$ cat src/rtl/mips_pkg.sv
// Shared types for the register-file write-back arbiter.
// Source select and arbiter state encodings live here.
package mips_pkg;

    localparam int REG_ADDR_W = 5;
    localparam int REG_DATA_W = 32;

    typedef enum logic [1:0] {
        SRC_NONE,
        SRC_PIPE,
        SRC_LLU
    } wb_src_e;

    typedef enum logic {
        NORMAL,
        STARVED
    } arb_state_e;

endpackage

$ cat src/rtl/llu_result_fifo.sv
// Small FIFO of long-latency results with per-entry valid bits.
// Entries matching the kill address are invalidated in place.
module llu_result_fifo
    import mips_pkg::*;
#(
    parameter int DW    = REG_DATA_W,
    parameter int AW    = REG_ADDR_W,
    parameter int DEPTH = 2,
    parameter int CW    = $clog2(DEPTH + 1)
) (
    input  logic          clk,
    input  logic          rst_n,
    input  logic          push,
    input  logic [AW-1:0] push_addr,
    input  logic [DW-1:0] push_data,
    input  logic          pop,
    input  logic          kill_en,
    input  logic [AW-1:0] kill_addr,
    output logic          head_present,
    output logic          head_valid,
    output logic [AW-1:0] head_addr,
    output logic [DW-1:0] head_data,
    output logic          full,
    output logic [CW-1:0] count
);

    localparam int PW = $clog2(DEPTH);

    logic [AW-1:0]    addr_q [DEPTH];
    logic [AW-1:0]    addr_d [DEPTH];
    logic [DW-1:0]    data_q [DEPTH];
    logic [DW-1:0]    data_d [DEPTH];
    logic [DEPTH-1:0] valid_q, valid_d;
    logic [PW-1:0]    wr_q, wr_d;
    logic [PW-1:0]    rd_q, rd_d;
    logic [CW-1:0]    count_q, count_d;

    always_comb begin
        addr_d  = addr_q;
        data_d  = data_q;
        valid_d = valid_q;
        wr_d    = wr_q;
        rd_d    = rd_q;
        for (int i = 0; i < DEPTH; i++) begin
            if (kill_en && addr_q[i] == kill_addr) begin
                valid_d[i] = 1'b0;
            end
        end
        if (pop) begin
            valid_d[rd_q] = 1'b0;
            rd_d          = rd_q + PW'(1);
        end
        // The incoming entry is never killed: it is older than nothing queued.
        if (push) begin
            valid_d[wr_q] = 1'b1;
            addr_d[wr_q]  = push_addr;
            data_d[wr_q]  = push_data;
            wr_d          = wr_q + PW'(1);
        end
        count_d = count_q + CW'(push) - CW'(pop);
    end

    always_ff @(posedge clk or negedge rst_n) begin
        if (!rst_n) begin
            for (int i = 0; i < DEPTH; i++) begin
                addr_q[i] <= '0;
                data_q[i] <= '0;
            end
            valid_q <= '0;
            wr_q    <= '0;
            rd_q    <= '0;
            count_q <= '0;
        end else begin
            addr_q  <= addr_d;
            data_q  <= data_d;
            valid_q <= valid_d;
            wr_q    <= wr_d;
            rd_q    <= rd_d;
            count_q <= count_d;
        end
    end

    assign head_present = (count_q != '0);
    assign head_valid   = head_present & valid_q[rd_q];
    assign head_addr    = addr_q[rd_q];
    assign head_data    = data_q[rd_q];
    assign full         = (count_q == CW'(DEPTH));
    assign count        = count_q;

endmodule

$ cat src/rtl/rf_wb_arbiter.sv
// Register-file write port arbiter: pipeline first, buffered LLU
// results drained when idle or when starvation forces a stall.
module rf_wb_arbiter
    import mips_pkg::*;
#(
    parameter int DATA_W       = REG_DATA_W,
    parameter int ADDR_W       = REG_ADDR_W,
    parameter int DEPTH        = 2,
    parameter int STARVE_LIMIT = 4
) (
    input  logic                       clk,
    input  logic                       rst,
    input  logic                       stall,
    input  logic [DATA_W-1:0]          final_result,
    input  logic [ADDR_W-1:0]          write_reg_out,
    input  logic                       reg_write_final,
    input  logic                       llu_valid,
    output logic                       llu_ready,
    input  logic [ADDR_W-1:0]          llu_addr,
    input  logic [DATA_W-1:0]          llu_data,
    output logic                       wb_stall_req,
    output logic [$clog2(DEPTH+1)-1:0] fifo_count,
    output logic                       reg_write_to_file,
    output logic [ADDR_W-1:0]          reg_write_addr,
    output logic [DATA_W-1:0]          reg_write_data
);

    localparam int CW    = $clog2(DEPTH + 1);
    localparam int AGE_W = $clog2(STARVE_LIMIT + 1);

    arb_state_e        state_q, state_d;
    wb_src_e           src;
    logic [AGE_W-1:0]  age_q, age_d;
    logic              stall_req_q, stall_req_d;
    logic              ready_en_q;
    logic              we_q, we_d;
    logic [ADDR_W-1:0] waddr_q, waddr_d;
    logic [DATA_W-1:0] wdata_q, wdata_d;

    logic              pipe_req;
    logic              push, pop;
    logic              head_present, head_valid, full;
    logic [ADDR_W-1:0] head_addr;
    logic [DATA_W-1:0] head_data;
    logic [CW-1:0]     count;

    assign pipe_req = reg_write_final & ~stall & (write_reg_out != '0);
    // Zero-address results are acknowledged but never stored.
    assign push     = llu_valid & llu_ready & (llu_addr != '0);

    llu_result_fifo #(
        .DW    (DATA_W),
        .AW    (ADDR_W),
        .DEPTH (DEPTH),
        .CW    (CW)
    ) u_fifo (
        .clk          (clk),
        .rst_n        (rst),
        .push         (push),
        .push_addr    (llu_addr),
        .push_data    (llu_data),
        .pop          (pop),
        .kill_en      (src == SRC_PIPE),
        .kill_addr    (write_reg_out),
        .head_present (head_present),
        .head_valid   (head_valid),
        .head_addr    (head_addr),
        .head_data    (head_data),
        .full         (full),
        .count        (count)
    );

    always_comb begin
        src         = SRC_NONE;
        state_d     = state_q;
        stall_req_d = stall_req_q;
        age_d       = age_q;
        unique case (state_q)
            NORMAL: begin
                if (pipe_req) src = SRC_PIPE;
                else if (head_valid) src = SRC_LLU;
            end
            STARVED: begin
                if (head_valid) src = SRC_LLU;
            end
            default: src = SRC_NONE;
        endcase

        // Killed heads are dropped without taking the write port.
        pop = head_present & (~head_valid | (src == SRC_LLU));

        if (pop || !head_valid) age_d = '0;
        else if (src != SRC_LLU) age_d = age_q + AGE_W'(1);

        unique case (state_q)
            NORMAL: begin
                if (age_d == AGE_W'(STARVE_LIMIT)) begin
                    state_d     = STARVED;
                    stall_req_d = 1'b1;
                end
            end
            STARVED: begin
                if (pop || !head_present) begin
                    state_d     = NORMAL;
                    stall_req_d = 1'b0;
                end
            end
            default: state_d = NORMAL;
        endcase

        we_d    = (src != SRC_NONE);
        waddr_d = waddr_q;
        wdata_d = wdata_q;
        unique case (src)
            SRC_PIPE: begin
                waddr_d = write_reg_out;
                wdata_d = final_result;
            end
            SRC_LLU: begin
                waddr_d = head_addr;
                wdata_d = head_data;
            end
            default: ;
        endcase
    end

    always_ff @(posedge clk or negedge rst) begin
        if (!rst) begin
            state_q     <= NORMAL;
            age_q       <= '0;
            stall_req_q <= 1'b0;
            ready_en_q  <= 1'b0;
            we_q        <= 1'b0;
            waddr_q     <= '0;
            wdata_q     <= '0;
        end else begin
            state_q     <= state_d;
            age_q       <= age_d;
            stall_req_q <= stall_req_d;
            ready_en_q  <= 1'b1;
            we_q        <= we_d;
            waddr_q     <= waddr_d;
            wdata_q     <= wdata_d;
        end
    end

    assign llu_ready         = ready_en_q & ~full;
    assign wb_stall_req      = stall_req_q;
    assign fifo_count        = count;
    assign reg_write_to_file = we_q;
    assign reg_write_addr    = waddr_q;
    assign reg_write_data    = wdata_q;

endmodule

$ cat config.mk
export PLATFORM = sky130hd
export DESIGN_NAME = rf_wb_arbiter
export DESIGN_NICKNAME = d
export VERILOG_FILES = /design/src/rtl/mips_pkg.sv /design/src/rtl/llu_result_fifo.sv /design/src/rtl/rf_wb_arbiter.sv
export SDC_FILE = /design/constraint.sdc
export NUM_CORES = 1
export LEC_CHECK = 0
export ABC_AREA = 1
export CAP_MARGIN = 20
export CORE_MARGIN = 2
export CORE_UTILIZATION = 57
export CTS_BUF_LIST = sky130_fd_sc_hd__clkbuf_8
export DETAILED_ROUTE_END_ITERATION = 12
export PLACE_DENSITY = 0.95
export SYNTH_ARGS = -nofsm -noshare
export SYNTH_HDL_FRONTEND = slang
export SYNTH_SLANG_ARGS = --single-unit
$ cat constraint.sdc
create_clock -name clk -period 4.1 [get_ports clk]
set_clock_uncertainty 0.2 [all_clocks]
set_input_delay 1.025 -clock clk [delete_from_list [all_inputs] [get_ports clk]]
set_output_delay 1.025 -clock clk [all_outputs]
set_load 0.02 [all_outputs]
### Word level (Yosys, flattened, before mapping)

Cells that the tools add are included.

* bits in registers: 124
* bits of input ports: 79
* word-level logic and storage cells: 103
* output and inout port bits: 42

* $lt $le $gt $ge: 7
* reduce and logical (&&, ||, !) cells: 15
* bitwise gates (word level): 17
* $add $sub $neg: 5
* eq/ne operators: 9
* muxes and demuxes: 35

Operators by type and width (number)
* $mux W32: 4
* $bwmux W64: 1
* $pmux W32 S2: 1
* $demux W32 S1: 1
* $mux W5: 4
* $bwmux W10: 1
* $eq A5 B5 Y1: 2
* $mux W1: 10
* $pmux W5 S2: 1
* $reduce_bool A5 Y1: 2
* $mux W2: 4
* $and A1 B1 Y1: 7
* $mux W3: 2
* $reduce_bool A2 Y1: 3
* $demux W5 S1: 1
* $logic_and A1 B1 Y1: 5
* $eq A2 B2 Y1 const B: 2
* $ge A2 B2 Y1 const B: 2
* $lt A1 B2 Y1 const B: 2
* $ne A2 B2 Y1 const B: 2
* $not A1 Y1: 4
* $not A1 Y2: 2
* $pmux W1 S2: 2
* $pmux W2 S2: 1
* 17 further kinds: 22

### Longest topological paths before layout

* word-level depth: 14
* depth in mapped cells: 18
* depth with buffers taken out: 17

### By module

From an unflattened synthesis, not the netlist that was laid out.

* cells, all modules: 731
* area, all modules: 5789.3 µm²

By module, submodules not included
* llu_result_fifo: instances 1, seq. area each 2001.9 µm², cells an instance 472, area each 3707.3 µm²
* rf_wb_arbiter: instances 1, seq. area each 1101.1 µm², cells an instance 259, area each 2082.0 µm²

### Worst setup path after synthesis

Ideal clock, no wire load.

* kind: in2reg
* from: input port write_reg_out[3]
* to: register u_fifo.count_q[1], in the netlist u_fifo.count[1]
* data arrival time: 2715 ps
* slack: 1056 ps
* cell stages on the path: 17
* data required time: 3771 ps
* cell sequence: inv_1 > nand4_1 > nand3_1 > inv_1 > nand2_1 > nand2_1 > inv_1 > ha_1 > inv_1 > nand3_2 > nand2_1 > inv_1 > ha_1 > inv_1 > ha_1 > xnor2_1 > xor2_1

* longest elaborated chain between the ends: 8

RTL lines
* start, declared: line rf_wb_arbiter.sv:15 `input logic [ADDR_W-1:0] write_reg_out,`
* $reduce_bool A5 Y1: line rf_wb_arbiter.sv:47 `assign pipe_req = reg_write_final & ~stall & (write_reg_out != '0);`
* $and A1 B1 Y1: line rf_wb_arbiter.sv:47
* $mux W2: line rf_wb_arbiter.sv:80 `if (pipe_req) src = SRC_PIPE;`
* $pmux W2 S2: line rf_wb_arbiter.sv:78 `unique case (state_q)`
* $eq A2 B2 Y1: line rf_wb_arbiter.sv:90 `pop = head_present & (~head_valid | (src == SRC_LLU));`
* $or A1 B1 Y1: line rf_wb_arbiter.sv:90
* $and A1 B1 Y1: line rf_wb_arbiter.sv:90
* $sub A2 B1 Y2: line llu_result_fifo.sv:60 `count_d = count_q + CW'(push) - CW'(pop);`
* net u_fifo.count_d[1]: line llu_result_fifo.sv:36 `logic [CW-1:0] count_q, count_d;`
* end signal, assigned: line llu_result_fifo.sv:79 `count_q <= count_d;`
* end, declared: line llu_result_fifo.sv:36

The timed path passes the listed nets, and every way through them passes these cells.
A chain may end at the register's enable or synchronous reset.

### Final worst setup path

* from: register u_fifo.rd_q
* to: register wdata_q[15], in the netlist reg_write_data[15]

* longest elaborated chain between the ends: 8

RTL lines
* start, declared: line llu_result_fifo.sv:35 `logic [PW-1:0] rd_q, rd_d;`
* start signal, assigned: line llu_result_fifo.sv:78 `rd_q <= rd_d;`
* $mux W1 (implied by the code) (2 in a row): line llu_result_fifo.sv:84 `assign head_valid = head_present & valid_q[rd_q];`
* $and A1 B1 Y1: line llu_result_fifo.sv:84
* $mux W2: line rf_wb_arbiter.sv:81, rf_wb_arbiter.sv:84
* $mux W2: line rf_wb_arbiter.sv:80
* $pmux W2 S2: line rf_wb_arbiter.sv:78
* $eq A2 B2 Y1 or $eq A2 B1 Y1 (tied branches): line rf_wb_arbiter.sv:114 `unique case (src)`
* $pmux W32 S2 or $reduce_bool A2 Y1 (tied branches)
* end signal, assigned: line rf_wb_arbiter.sv:143 `wdata_q <= wdata_d;`
* end, declared: line rf_wb_arbiter.sv:38 `logic [DATA_W-1:0] wdata_q, wdata_d;`

Parallel ways exist; a longest one is shown, timed or not. The select of a mux whose other input is x is not followed.

==> metrics.cfg <==
[status]
status=complete, no violations

[pwr]
ir_drop_v=0.000392
p_per_area_nw_per_um2=746
p_total_mw=5.52
p_leak_nw=3.66

[setup_path]
arrival_ps=3840
ff2ff_setup_slack_ps=390
critPathLaunch=u_fifo.rd_q
crit_type=reg2reg
critPathMaxStageDelay_ps=820
cp-start-kind=flip-flop
crit_top_cell=nand2_1
cp-endpoint=reg_write_data[15]
crit-reg2reg-launch=u_fifo.rd_q
crit_path_cell_trace=clkinv_2, nand2_1, nand2_1, nand2_1, inv_1, nand2_1, inv_1, ha_2, inv_2, buf_4, a21oi_1, a22oi_1
rr_endpoint=reg_write_data[15]
cp-end-kind=flip-flop
slowest_stage=dfrtp_1
crit_fanout=74
worstPathRequired_ps=4220
r2r_cells=12

[layout]
multi_input_comb_area_um2=2050
layout.nets=874
final_common_cell=dfrtp_1
n_antenna_cell=0
nFillCells=695
drive_gt1_frac=0.0748
mostFrequentLayoutCells=dfrtp_1 (124), nand2_1 (120), clkdlybuf4s50_1 (119), inv_1 (102), nor2_1 (79)
synthToLayoutAreaGrowth_pct=27.5
seqCellArea_um2=3100

[place]
dp_hpwl_um=9280
preCtsSetupSlack_ps=240
portBuffers=120
gp_congestion=0.837

[yosys]
ys.warnings.count=0
avgSynthCellArea_um2=8.50
synth_top_family_by_area=compound AO/OA/AOI/OAI gates
synthXorXnorAreaFrac=0.00453
ys_ff_latch=124
synth_cell_type_count=27
yosys.area_share.simple=0.147
synth_mux_area_frac=0
yosysSeqAreaShare=0.535
syn-cell-area_um2=5800
synth_compound_area_frac=0.188
yosys.area_share.adder=0.0129
synthCells=683
syn-num-nets=768

[floorplanning]
row_count=36
core_area_um2=9820
io_pins=121
dieArea_um2=11000
die-height_um=105
start_util=0.591
die_w_um=105

[routing]
wire_per_inst_um=15.0
routed_wl_um=14100
viasPerCell=5.44
ant_nets=0
vias=5086
dr.first_iter.drc_count=320
first_pass_iters=5
drcViolationCount=0

[sta]
worstMarginPinSlew_ps=902
max_freq_mhz=269
setup_slack_ps=385
slew_violations=0
period_minus_slack_ps=3710
rsz0062_at_grt=false
setup_viol_count_final=0
finalHoldViolations=0
hold_ws_ps=278
timing.final.crit_share=0.906
relSlewSlack=0.399
setup_tns_ps=0

[clock_network]
clock-sinks=124
clock_latency_ps=420
clockBufferDepth=2
clkTransAtPathRegs_ps=80
cts_setup_buffers=0
cts_tree=done
hold_buffers=0
cts_buffers=17
cts-root-buf=clkbuf_8
htree_levels=4
cts_resized=0

[global_route]
grt_pass1_vias=5088
grt_max_degree=75
grt_overflow_total=0
antenna_found_initial=0
grt_pass1_wl_um=23600
grt_usage=0.266

[job]
cap_violations=0

[min_path]
worst_hold_path_type=reg2reg

metrics by stage:
step / area, um^2 / instances / util
after floorplan: 5800 / 683 / -
after CTS: 7400 / 935 / 0.753
after detailed placement: 6990 / 903 / 0.712
final: 7400 / 935 / 0.753
after global routing: 7400 / 935 / 0.753
after global placement: 6990 / 903 / 0.712
worst min-delay path by stage:
stage | start | endpoint | slack, ps | depth (start not counted)
floorplan | age_q[0] | age_q[0] | 230 | 1
global placement | age_q[0] | age_q[0] | 250 | 1
finish | age_q[0] | age_q[0] | 280 | 1
CTS | age_q[0] | age_q[0] | 280 | 1
detailed placement | age_q[0] | age_q[0] | 270 | 1
global route | u_fifo.data_q[17] | u_fifo.data_q[17] | 300 | 2
cells in the mapped netlist:
master | count | area share
clkbuf_2 | 2 | 0.0017
nand3b_2 | 1 | 0.0019
nor2_4 | 1 | 0.0019
nand3_1 | 8 | 0.0069
inv_1 | 102 | 0.066
nand4_2 | 1 | 0.0022
clkbuf_1 | 9 | 0.0058
o21ai_0 | 74 | 0.064
nand2_1 | 120 | 0.078
xor2_1 | 1 | 0.0015
a21oi_1 | 41 | 0.035
nand4_1 | 1 | 0.0011
o21ai_2 | 11 | 0.017
a22oi_1 | 37 | 0.048
nor2_1 | 79 | 0.051
ha_1 | 6 | 0.013
inv_2 | 1 | 0.00065
nor2_2 | 1 | 0.0011
o21ai_1 | 28 | 0.024
buf_2 | 13 | 0.011
conb_1 | 1 | 0.00065
buf_1 | 4 | 0.0026
clkinv_2 | 1 | 0.00086
buf_6 | 12 | 0.023
xnor2_1 | 2 | 0.0030
dfrtp_1 | 124 | 0.53
nand3_2 | 2 | 0.0034
worst max-delay path: cells and delay by family (launching register included):
family | cells | cell delay (ps)
buffers and inverters | 5 | 1400
flip-flops | 1 | 820
adder cells (fa/ha/maj) | 1 | 170
AND/OR/NAND/NOR | 4 | 490
AO/OA/AOI/OAI | 2 | 480
metal layers:
layer / vias to the layer above / global-route usage / part of all wire
met5: - / 0 / 0
met4: 0 / 0.100 / 0.019
met3: 34 / 0.0530 / 0.058
met2: 245 / 0.465 / 0.54
met1: 2413 / 0.325 / 0.39
li1: 2394 / - / -
power breakdown:
| part | switching [mW] | internal, mW |
|---|---|---|
| Clock | 0.520 | 0.572 |
| Sequential | 0.353 | 1.79 |
| Combinational | 1.33 | 0.957 |
| Total | 2.20 | 3.32 |
cell families after synthesis:
family	Yosys count
compound gates	191
xor+xnor	3
fa+ha+maj	6
buf+inv	144
flops	124
other cells	1
simple gates	214
cell type report:
class,count,area share
clock inverter,14,0.0218
multi-input combinational,415,0.277
sequential,124,0.419
clock buffer,18,0.0335
timing repair buffer,127,0.173
tap,133,0.0225
inverter,104,0.0529
state kept, by name, indices dropped and copies added (netlist names):
name and count:
wb_stall_req 1, ready_en_q 1, u_fifo.data_q 64, u_fifo.count 2
u_fifo.addr_q 10, age_q 3, u_fifo.wr_q 1, u_fifo.rd_q 1
u_fifo.valid_q 2, reg_write_data 32, reg_write_to_file 1, state_q 1
reg_write_addr 5
(Power assumes the default switching activity.)
